[src/rtl/fetch_stage.sv]
// Instruction-fetch stage: owns the PC, drives a 1-cycle-latency instruction ROM,
// resolves EX-stage branches with redirect/flush and presents {instr, pc, valid} to ID.
module fetch_stage #(
    parameter int unsigned  N        = 32,
    parameter int unsigned  A        = 12,
    parameter logic [N-1:0] PC_STEP  = N'(1),
    parameter logic [N-1:0] RESET_PC = '0
) (
    input  logic         CLK,
    input  logic         RST,
    input  logic         stall_i,
    input  logic [1:0]   branchselect_ex_i,
    input  logic [1:0]   alu_flags_ex_i,
    input  logic [N-1:0] pc_ex_i,
    input  logic [N-1:0] offset_ex_i,
    output logic [A-1:0] rom_addr_o,
    input  logic [N-1:0] rom_data_i,
    output logic [N-1:0] instruction_id_o,
    output logic [N-1:0] pc_id_o,
    output logic         valid_id_o,
    output logic         pc_select_o,
    output logic         clear_pipes_o
);

    localparam logic [1:0] BR_ALWAYS = 2'b01;
    localparam logic [1:0] BR_ZERO   = 2'b10;
    localparam logic [1:0] BR_NEG    = 2'b11;

    logic [N-1:0] pc;
    logic [N-1:0] pc_f;
    logic         f_valid;
    logic         taken;
    logic [N-1:0] target;
    logic [N-1:0] pc_seq;

    always_comb begin
        taken = 1'b0;
        case (branchselect_ex_i)
            BR_ALWAYS: taken = 1'b1;
            BR_ZERO:   taken = alu_flags_ex_i[0];
            BR_NEG:    taken = alu_flags_ex_i[1];
            default:   taken = 1'b0;
        endcase
        if (RST) taken = 1'b0;
    end

    assign target        = pc_ex_i + offset_ex_i;
    assign pc_seq        = pc + PC_STEP;
    // While stalled the ROM re-reads the in-flight address so its data stays paired with pc_f.
    assign rom_addr_o    = stall_i ? pc_f[A-1:0] : pc[A-1:0];
    assign pc_select_o   = taken;
    assign clear_pipes_o = taken;

    always_ff @(posedge CLK) begin
        if (RST) begin
            pc               <= RESET_PC;
            pc_f             <= '0;
            f_valid          <= 1'b0;
            instruction_id_o <= '0;
            pc_id_o          <= '0;
            valid_id_o       <= 1'b0;
        end else if (taken) begin
            // Kill both the in-flight fetch and the IF/ID entry; the target issues next cycle.
            pc         <= target;
            f_valid    <= 1'b0;
            valid_id_o <= 1'b0;
        end else if (!stall_i) begin
            instruction_id_o <= rom_data_i;
            pc_id_o          <= pc_f;
            valid_id_o       <= f_valid;
            pc_f             <= pc;
            f_valid          <= 1'b1;
            pc               <= pc_seq;
        end
    end

endmodule

[config.mk]
export PLATFORM = sky130hd
export DESIGN_NAME = fetch_stage
export DESIGN_NICKNAME = d
export VERILOG_FILES = /design/src/rtl/fetch_stage.sv
export SDC_FILE = /design/constraint.sdc
export NUM_CORES = 1
export LEC_CHECK = 0
export BUFFER_PORTS_ARGS = -buffer_cell sky130_fd_sc_hd__buf_2
export CORE_ASPECT_RATIO = 1.5
export CORE_MARGIN = 1
export CORE_UTILIZATION = 35
export DETAILED_ROUTE_END_ITERATION = 6
export HOLD_SLACK_MARGIN = 0.15
export PLACE_DENSITY_LB_ADDON = 0.2
export RECOVER_POWER = 25
export SKIP_LAST_GASP = 1
export SLEW_MARGIN = 40
export SYNTH_ARGS = -nofsm -noshare
export SYNTH_HDL_FRONTEND = slang
export SYNTH_SLANG_ARGS = --single-unit
[constraint.sdc]
create_clock -name CLK -period 2.86 [get_ports CLK]
set_input_delay 0 -clock CLK [delete_from_list [all_inputs] [get_ports CLK]]
set_output_delay 0 -clock CLK [all_outputs]
set_load 0.1 [all_outputs]
# [Word-level counts from Yosys, hierarchy flattened]
# Index checks and enable logic that the tools add are counted.
# W data, S select, Z words.
[totals] mem_bits_rw=0 in_bits=103 memories=0 latch_bits=0 rom_bits=0 out_inout_bits=79 word_cells=21 reg_bits=130
[classes] order_cmp=0 addsub=2 n_div=0 shifts=0 bitwise_logic=2 eq_ne=4 mux=5 n_mul=0 reduce_logical=2
[op_table] cell="$mux W32" n=2
[op_table] cell="$add A32 B1 Y32 const B" n=1
[op_table] cell="$add A32 B32 Y32" n=1
[op_table] cell="$mux W12" n=1
[op_table] cell="$eq A2 B2 Y1 const B" n=2
[op_table] cell="$pmux W1 S3" n=1
[op_table] cell="$eq A2 B1 Y1 const B" n=1
[op_table] cell="$ne A2 B1 Y1 const B" n=1
[op_table] cell="$not A1 Y1" n=2
[op_table] cell="$reduce_and A2 Y1" n=1
[op_table] cell="$reduce_or A2 Y1" n=1
[op_table] cell="$mux W1" n=1

# [Logic depth before layout (Yosys ltp)]
# Gate-level depths: netlist (run 1).
[logic_depth] depth_word=5 ltp_mapped=9 mapped_depth_nobuf=9

# [Least setup slack after synthesis (run 1)]
# OpenSTA, ideal clock, no wires.
[synth_path] kind="in2out" startpoint="input stall_i" endpoint="output rom_addr_o[7]" t_arrival_ns=2.765 path_slack_ns=0.095 cell_stages=4 cell_sequence="buf_2 -> buf_1 -> clkbuf_1 -> o21ai_0"
[synth_between] elab_chain_len=1
[synth_lines] element="from (decl)" line_no="11" rtl="input logic stall_i,"
[synth_lines] element="$mux W12" line_no="50" rtl="assign rom_addr_o = stall_i ? pc_f[A-1:0] : pc[A-1:0];"
[synth_lines] element="to (decl)" line_no="16" rtl="output logic [A-1:0] rom_addr_o,"
# Every way passes these cells.

# [Final worst setup path (run 1)]
[layout_path] startpoint="input offset_ex_i[8]" endpoint="register pc[31]"
[layout_between] elab_chain_len=2
[layout_lines] element="from (decl)" line_no="15" rtl="input logic [N-1:0] offset_ex_i,"
[layout_lines] element="$add A32 B32 Y32" line_no="47" rtl="assign target = pc_ex_i + offset_ex_i;"
[layout_lines] element="$mux W32" line_no="62" rtl="end else if (taken) begin"
[layout_lines] element="to (signal assigned)" line_no="64" rtl="pc <= target;"
[layout_lines] element="to (signal assigned)" line_no="73" rtl="pc <= pc_seq;"
[layout_lines] element="to (decl)" line_no="29" rtl="logic [N-1:0] pc;"
# Every way passes these cells.
# A chain may end at the register's enable or synchronous reset.

==> results of run 1 <==
## worst paths after layout
check	to	cells past startpoint	from	slack, ns
setup / recovery	pc[31]	11	offset_ex_i[8]	0.25
hold / removal	pc[1]	4	offset_ex_i[1]	0.16
setup reg to reg	pc[30]	7	pc[14]	0.77
hold reg to reg	f_valid	2	f_valid	0.44
## critical path, cell delays in order
cell and delay (ns):
dlygate4sd3_1 0.53, buf_2 0.12, ha_1 0.33, a21o_1 0.22, o2bb2ai_1 0.17, a22oi_1 0.27
nand2_1 0.15, a31oi_1 0.32, nand4_1 0.13, dlygate4sd3_1 0.59, a31oi_1 0.13
## what timing repair did
| item | in CTS | in global routing |
|---|---|---|
| hold endpoints to repair | 45 | 0 |
| hold buffers | 77 | 0 |
| buffers inserted | 0 | 0 |
| gates resized for setup | 0 | 0 |
## layout make-up
type / count / area, um^2 / share of cell area
timing repair buffer: 265 / 1690 / 0.180
multi-input combinational: 711 / 4180 / 0.444
sequential: 130 / 2600 / 0.277
inverter: 10 / 37.5 / 0.00399
clock buffer: 24 / 472 / 0.0501
clock inverter: 6 / 105 / 0.0112
tap: 260 / 325 / 0.0346
## state kept, by name, indices dropped and copies added, names as in the netlist
register          cells
pc                   32
valid_id_o            1
pc_f                 32
f_valid               1
pc_id_o              32
instruction_id_o     32
## power by group
| group | leakage (uW) | internal [uW] | switching, uW |
|---|---|---|---|
| Sequential | 0.00106 | 1930 | 107 |
| Combinational | 0.00253 | 462 | 930 |
| Clock | 0.000284 | 1400 | 731 |
| Total | 0.00387 | 3800 | 1770 |
## logic make-up after synthesis
| group | synth area share |
|---|---|
| AND/OR/NAND/NOR | 0.245 |
| AO/OA/AOI/OAI | 0.205 |
| flip-flops | 0.370 |
| buffers and inverters | 0.0383 |
| XOR/XNOR | 0.0611 |
| adder cells (fa/ha/maj) | 0.0598 |
| multiplexers | 0.0199 |
## routing by layer
layer / up-vias / GRT usage
met2: 163 / 0.331
met3: 32 / 0.0276
li1: 3604 / -
met1: 3088 / 0.218
met4: 0 / 0.0710
met5: - / 0
## per-stage QoR
step           cells   util  instance area (um^2)  hold slack [ns]
5_1_grt         1406  0.477                  9410            0.177
3_3_place_gp    1299  0.412                  8130            0.242
6_report        1406  0.477                  9410            0.160
2_1_floorplan    905      -                  7030            0.136
4_1_cts         1406  0.481                  9470            0.152
3_5_place_dp    1299  0.412                  8130            0.247
## placed cells by master, fill, tap and decap left out, types with 8 or more instances in the layout
cell type	instances
clkbuf_1	57
dlygate4sd3_1	77
nand3_1	18
and3_1	12
nand4_1	16
o21ai_0	9
a21oi_1	135
ha_1	32
buf_2	128
nor2_1	43
xnor2_1	25
clkbuf_16	17
nand2_1	240
mux2_2	8
a21o_1	15
a211oi_1	15
dfxtp_1	130
inv_1	9
xor2_1	24
==> impl_results.md, run 1 <==
* Run status: complete, no violations
* DRT iter0 DRCs at between 200 and 300
* # DRC at 0
* Largest area contributor in the netlist: dfxtp_1
* Crit path arrival time at between 2 and 3 ns
* Max_cap viols at 0
* Max Clock Freq at ~0.38 GHz
* Mapped Cells at about 910
* Max VDD drop at approximately 390 uV
* Largest net degree at the start of global routing at 96
* Crit-path max FO at 6
* Setup TNS at 0 ns
* Site row count at 63
* Leak Pwr at just under 0.004 uW
* Final hold viol count at 0
* Die width at 118 um
* GRT overflow at 0
* Commonest cells post-synth: nand2_1 (240), a21oi_1 (136), dfxtp_1 (130)
* Final cycle utilization of the critical path at 0.914
* CP startpoint kind: primary input
* Syn_area_per_cell at 7.77 um^2
* Metal2 WL at roughly 9500 um
* Root buf cell: clkbuf_16
* Share of cells above drive strength 1 at 0.168
* Distinct cells, synth at 70
* Die area at about 21000 um^2
* DR top layer: met4
* WL final at roughly 19000 um
* Starting density of the core at 0.357
* # IOs at 182
* CTS H-tree depth at 4
* Final GP Congestion at a little over 0.9
* Initial antenna violation count at 0
* Worst Clk Skew at 0.00948 ns
* Worst slew pin tran at between 1 and 1.5 ns
* Post-synthesis sequential area ratio at 0.370
* Cells taking the most area after synthesis: dfxtp_1 (37%), nand2_1 (13%), a21oi_1 (9.7%)
* Post-synth EDFFs at 0
* Synth Register Bits at 130
* Drt pass-1 iters at 4
* P&R area growth vs syn at 33.9%
* Layout fillers at 2041
* Vias per cell at about 4.9
* Prevailing post-synth register cell: dfxtp_1
* Clock-pin slew on the worst setup and hold paths at ~0.06 ns
* CTS Buffer Depth at 2
* Area share of the largest cell type after synthesis at 0.370
* Slew HR at 0.188
* Worst setup EP type: register
* Vias in the first global route at approximately 6500
* Warnings, synthesis at 0
* CTS Buf Count at 17
* Final Power at about 5600 uW
* I/O Buffers at roughly 180
* Detailed Place HPWL at about 13000 um
* Wire length of the first global-routing pass at slightly above 30000 um
* Pwr Density at 591 nW/um^2
* Syn Std Cell Area at 7030 um^2
* CP required at ~3.2 ns
* Metal3 WL at between 600 and 700 um
* RSZ-0062 raised after global routing: false
* Slew Limit Fails at 0
* Total number of vias at about 7000
* WL/cell at about 14 um
* Clock sinks at 130
* Final WS setup at between 0.2 and 0.25 ns
* Post-synth ARST share at 0
* Most frequent cell after synthesis: nand2_1
* Die height at between 150 and 200 um
* Dpl ws at just under 0.5 ns
* Std-Cell Core Area at roughly 20000 um^2
* Antenna cells at 0
* Nets at about 1300
* CTS tree: built
* Post-Syn Nets at approximately 1000
* Setup violators final at 0
* Met1 wire length at 8480 um
* HP Class: in -> reg
* Post-route ant nets at 0
* Worst-Skew Late Latency at 0.41 ns
* Worst Setup Path Type: in -> reg
* GRT Overall Usage at 0.184
* Minimum clock period after layout at between 2 and 3 ns
(Power assumes the default switching activity.)
==> run 2, diff against run 1 <==
Settings changed: ABC_AREA from default to 1.
==> run 2 against run 1 <==
  * Critical path depth is 1 lower
  * Sequential share of layout area down 1.6 points
  * Clock skew grew 0.0018 ns
  * Power up 9.7%
  * Routed wire length rose by 23%
  * Setup slack got worse by 0.11 ns
  * Highest routed layer unchanged
  * Synthesized cell count increased by 32%
  * Register-to-register slack improved by 0.15 ns
  * Final cell count up 21%
  * Critical path type is now in -> out
==> impl_results.md, run 2 <==
* Run status: complete, no violations
* Site row count at 65
* HP Class: in -> reg
* Std-Cell Core Area at roughly 21000 um^2
* Max stage delay on crit path at approximately 0.56 ns
* Root buf cell: clkbuf_16
* Synth Register Bits at 130
* Antenna cells at 0
* Worst-Skew Late Latency at between 0.4 and 0.5 ns
* DRT iter0 DRCs at ~380
* Crit-path max FO at 17
* Detailed Place HPWL at 17800 um
* Post-synth EDFFs at 0
* Post-route ant nets at 0
* Starting density of the core at 0.360
* Commonest cells post-synth: nand2_1 (263), nor2_1 (202), inv_1 (133)
* Wire length of the first global-routing pass at approximately 37000 um
* Vias per cell at about 4.9
* Largest area contributor in the netlist: dfxtp_1
* # DRC at 0
* CTS Buf Count at 17
* Clock-pin slew on the worst setup and hold paths at approximately 0.060 ns
* # Post-CTS Setup Buffers at 0
* Crit path arrival time at 2.73 ns
* Final core occ at 0.471
* Cells taking the most area after synthesis: dfxtp_1 (34%), nand2_1 (13%), nor2_1 (9.9%)
* Max Clock Freq at approximately 0.37 GHz
* Max VDD drop at 323 uV
* Combinational share of power at 0.295
* Area share of the largest cell type after synthesis at 0.340
* RSZ-0062 raised after global routing: true
* CTS tree: built
* Syn_area_per_cell at 6.42 um^2
* Syn Std Cell Area at about 7600 um^2
* I/O Buffers at 181
* Worst hold start: offset_ex_i[3]
* Hold Slack at 0.155 ns
* Die height at approximately 180 um
* Largest net degree at the start of global routing at between 100 and 150
* Leak Pwr at 0.00474 uW
* Post-synthesis sequential area ratio at 0.340
* Post-synth ARST share at 0
* WL/cell at 13.9 um
* Worst Setup Path Type: in -> out
* WHS Path Cells at 5
* CP startpoint kind: primary input
* CTS H-tree depth at 4
* CTS Buffer Depth at 2
* Final Power at ~6100 uW
* Most frequent cells in the layout: nand2_1 (263), nor2_1 (202), inv_1 (132)
* Clock share of power at 0.361
* Worst slew pin tran at about 1.2 ns
* Prevailing post-synth register cell: dfxtp_1
* Max_cap viols at 0
* Commonest non-fill, non-tap cell in the layout: nand2_1
* Mapped Cells at 1192
* Clock sinks at 130
* Setup violators final at 0
* Reg power frac at 0.344
* Drt pass-1 iters at 5
* Nets at between 1500 and 2000
* Switch Pwr at between 2000 and 2500 uW
* Slew HR at 0.190
* CP required at 2.86 ns
* Switching Share at 0.368
* Worst path slowest cell: dlygate4sd3_1
* Minimum clock period after layout at between 2 and 3 ns
* # IOs at ~180
* GRT overflow at 0
* P&R area growth vs syn at 30.7%
* Worst reg2reg path endpoint: pc[26]
* RR Startpoint: pc[1]
* Final hold viol count at 0
* GRT Overall Usage at 0.211
* Pwr Density at slightly above 600 nW/um^2
* Die width at about 120 um
* Slew Limit Fails at 0
* R2R Setup Slk at around 0.9 ns
* Total number of vias at 8267
* Reg2Reg Depth at 12
* Post-Syn Nets at 1328
* Cell mode on critical path: dlygate4sd3_1
* WL final at between 20000 and 25000 um
* Vias in the first global route at between 7000 and 8000
* Distinct cells, synth at 41
* Worst Clk Skew at 0.0113 ns
* Warnings, synthesis at 0
* P_int at between 3000 and 4000 uW
* CP cell instances: dlygate4sd3_1 -> buf_2 -> nand3b_1 -> dlygate4sd3_1 -> nand2_1 -> inv_2 -> nand2_2 -> clkinvlp_4 -> buf_4 -> buf_12
* Share of cells above drive strength 1 at 0.133
* Die area at ~22000 um^2
* Final cycle utilization of the critical path at 0.954
* Final GP Congestion at between 0.9 and 1
* Initial antenna violation count at 0
* Most frequent cell after synthesis: nand2_1
* Worst setup EP type: output port
* Hold Path Sink: pc[3]
-- run 2: stage by stage --
| step | area, um^2 | std cells | setup WS, ns | setup TNS [ns] |
|---|---|---|---|---|
| 6_report | 10000 | 1704 | 0.132 | 0 |
| 5_1_grt | 10000 | 1704 | -0.0231 | -0.0231 |
| 4_1_cts | 10100 | 1704 | 0.0273 | 0 |
| 3_5_place_dp | 8800 | 1607 | 0.754 | 0 |
| 3_3_place_gp | 8800 | 1607 | 0.770 | 0 |
| 2_1_floorplan | 7650 | 1192 | 0.262 | 0 |
-- run 2: area by class of cell --
class                   count  area (um^2)
repair buffers            255         1610
inverters                 138          523
well taps                 268          335
clock inverters             9          130
fillers                  2250        11200
multi-input cells         881         4330
flip-flops and latches    130         2600
clock buffers              23          468
-- run 2: critical path: cells and delay by family --
kind / cells / cell delay [ns]
and+or+nand+nor: 3 / 0.55
buffers and inverters: 7 / 2.16
-- run 2: logic make-up (layout without fill, tap and decap cells) --
group | after synthesis | after routing | synth area share
fa+ha+maj | 33 | 33 | 0.0550
compound gates | 253 | 253 | 0.174
simple gates | 577 | 577 | 0.317
flops | 130 | 130 | 0.340
buf+inv | 181 | 425 | 0.0940
xor+xnor | 18 | 18 | 0.0206
-- run 2: per-layer routing --
metal  GRT usage  share of wire  wire length [um]  up-vias
li1            -              -                 -     4310
met1       0.222           0.41              9640     3679
met2       0.408           0.52             12400      228
met3      0.0274          0.039               927       50
met4      0.0883          0.029               676        0
met5           0              0                 0        -
-- run 2: timing repair --
action / 4_1_cts / 5_1_grt
setup endpoints to repair: 0 / 2
hold endpoints to repair: 58 / 0
resized for setup: 0 / 2
hold buffers: 65 / 0
-- run 2: how the worst max path moves through the flow --
stage,from,to,slack [ns]
after global routing,branchselect_ex_i[0],clear_pipes_o,-0.02
after CTS,branchselect_ex_i[0],clear_pipes_o,0.03
final,branchselect_ex_i[0],clear_pipes_o,0.13
after floorplan,pc[4],rom_addr_o[4],0.26
after detailed placement,alu_flags_ex_i[0],pc[19],0.75
after global placement,alu_flags_ex_i[0],pc[19],0.77
-- run 2: power groups by stage --
stage / combinational (uW) / clock (uW) / sequential (uW)
2_1_floorplan: 841 / 0 / 2610
3_3_place_gp: 1730 / 0 / 2130
3_5_place_dp: 1730 / 0 / 2130
4_1_cts: 1820 / 2250 / 2090
5_1_grt: 1960 / 2320 / 2120
6_report: 1800 / 2210 / 2100
==> run 3, diff against run 2 <==
Settings changed: MAX_ROUTING_LAYER from default to met4.
==> run 3 against run 2 <==
  * Clock power down 5%
  * Flip-flop and latch count did not move
  * Clock skew is 0.00078 ns lower
  * Die area stayed put
  * Sequential share of layout area hardly changed
  * Utilization down 0.071 points
==> impl_results.md, run 3 (same netlist as run 2, synthesis figures left out) <==
* GRT Overall Usage at 0.216
* Share of cells above drive strength 1 at 0.136
* Drt pass-1 iters at 5
* Vias in the first global route at approximately 8000
* Final cycle utilization of the critical path at 0.879
* Final hold viol count at 0
* Largest net degree at the start of global routing at 108
* Max Clock Freq at roughly 0.40 GHz
* Root buf cell: clkbuf_16
* Reg power frac at 0.350
* Hold Slack at ~0.15 ns
* Site row count at 65
* # DRC at 0
* R2R Setup Slk at roughly 0.53 ns
* Minimum clock period after layout at ~2.5 ns
* Clock share of power at 0.349
* Worst-Skew Late Latency at 0.42 ns
* Detailed Place HPWL at between 15000 and 20000 um
* Setup violators final at 0
* Worst hold start: offset_ex_i[3]
* WHS Path Cells at 4
* Pwr Density at ~600 nW/um^2
* Critical path launch point: offset_ex_i[0]
* Die area at between 20000 and 25000 um^2
* I/O Buffers at between 150 and 200
* Run status: complete, no violations
* Switch Pwr at 2330 uW
* Die width at 123 um
* WL/cell at ~14 um
* Final GP Congestion at about 0.95
* # IOs at about 180
* Combinational share of power at 0.302
* Max_cap viols at 0
* Slew Limit Fails at 0
* Max VDD drop at ~250 uV
* WL final at approximately 24000 um
* CTS H-tree depth at 4
* RSZ-0062 raised after global routing: false
* GRT overflow at 0
* Post-route ant nets at 0
* Leak Pwr at between 0.004 and 0.005 uW
* Final core occ at 0.470
* Crit path arrival time at ~2.8 ns
* Most frequent cells in the layout: nand2_1 (263), nor2_1 (202), inv_1 (133)
* Commonest non-fill, non-tap cell in the layout: nand2_1
* CP required at between 3 and 4 ns
* Worst setup EP type: register
* RR Startpoint: pc[2]
* Clock sinks at 130
* Clock-pin slew on the worst setup and hold paths at 0.06 ns
* Design Area, Final at about 10000 um^2
* Final WS setup at 0.346 ns
* CTS tree: built
* CTS Buffer Depth at 2
* Antenna cells at 0
* Hold Path Sink: pc[3]
* Initial antenna violation count at 0
* P&R area growth vs syn at 30.5%
* Vias per cell at between 4 and 5
* Resized Gates After CTS at 0
* Std-Cell Core Area at 21200 um^2
* CP startpoint kind: primary input
* Nets at approximately 1600
* Total number of vias at between 8000 and 9000
* Worst reg2reg path endpoint: pc[27]
* Switching Share at 0.388
* Worst Clk Skew at roughly 0.011 ns
* Die height at about 180 um
* Starting density of the core at 0.360
* Slew HR at 0.193
* CTS Buf Count at 17
* Setup TNS at 0 ns
* Wire length of the first global-routing pass at 37200 um
* HP Class: in -> reg
* Dpl ws at ~0.9 ns
* DP Area at 8810 um^2
* Worst Setup Path Type: in -> reg
* DRT iter0 DRCs at 400
* Crit-path max FO at 6
* Worst slew pin tran at around 1.2 ns
* P_int at around 3700 uW
* Reg2Reg Depth at 11
-- run 3: what timing repair did --
item,in CTS,in global routing
buffers inserted,0,0
hold buffers,66,0
endpoints found under the hold margin,59,0
-- run 3: worst max-delay path: stages --
cell           delay (ns)
dlygate4sd3_1        0.53
buf_2                0.12
ha_1                 0.20
fa_1                 0.41
nand3_1              0.10
nand2_1              0.18
a21oi_1              0.26
o21ai_1              0.17
nand2_1              0.12
nand3_1              0.07
nand3_1              0.08
dlygate4sd3_1        0.54
nand2_1              0.04
-- run 3: per-stage QoR --
| stage | power [uW] | cells |
|---|---|---|
| 6_report | 5990 | 1706 |
| 5_1_grt | 6310 | 1706 |
| 4_1_cts | 6070 | 1706 |
| 3_5_place_dp | 3870 | 1608 |
| 3_3_place_gp | 3860 | 1608 |
| 2_1_floorplan | 3450 | 1192 |
-- run 3: per-layer routing --
metal,part of all wire,vias to the layer above,global-route usage
met5,0,-,-
met4,0.040,0,0.115
met3,0.041,61,0.0252
met2,0.51,240,0.392
met1,0.41,3745,0.224
li1,-,4329,-
-- run 3: cell type report --
cell class,count,area (um^2)
repair buffers,257,1620
well taps,268,335
fillers,2270,11200
clock buffers,17,425
inverters,138,519
multi-input cells,881,4330
flip-flops and latches,130,2600
clock inverters,15,148
-- run 3: worst max-delay path by stage --
stage | end | slack [ns] | depth (start not counted)
after detailed placement | pc[10] | 0.92 | 12
after floorplan | rom_addr_o[4] | 0.26 | 2
after global routing | pc[30] | 0.18 | 13
final | pc[30] | 0.35 | 13
after CTS | pc[30] | 0.36 | 13
after global placement | pc[20] | 0.95 | 9
-- run 3: power groups by stage --
stage	clock (uW)	sequential (uW)	combinational [uW]
6_report	2090	2100	1810
2_1_floorplan	0	2610	841
3_5_place_dp	0	2130	1740
3_3_place_gp	0	2130	1730
4_1_cts	2150	2090	1830
5_1_grt	2230	2120	1960
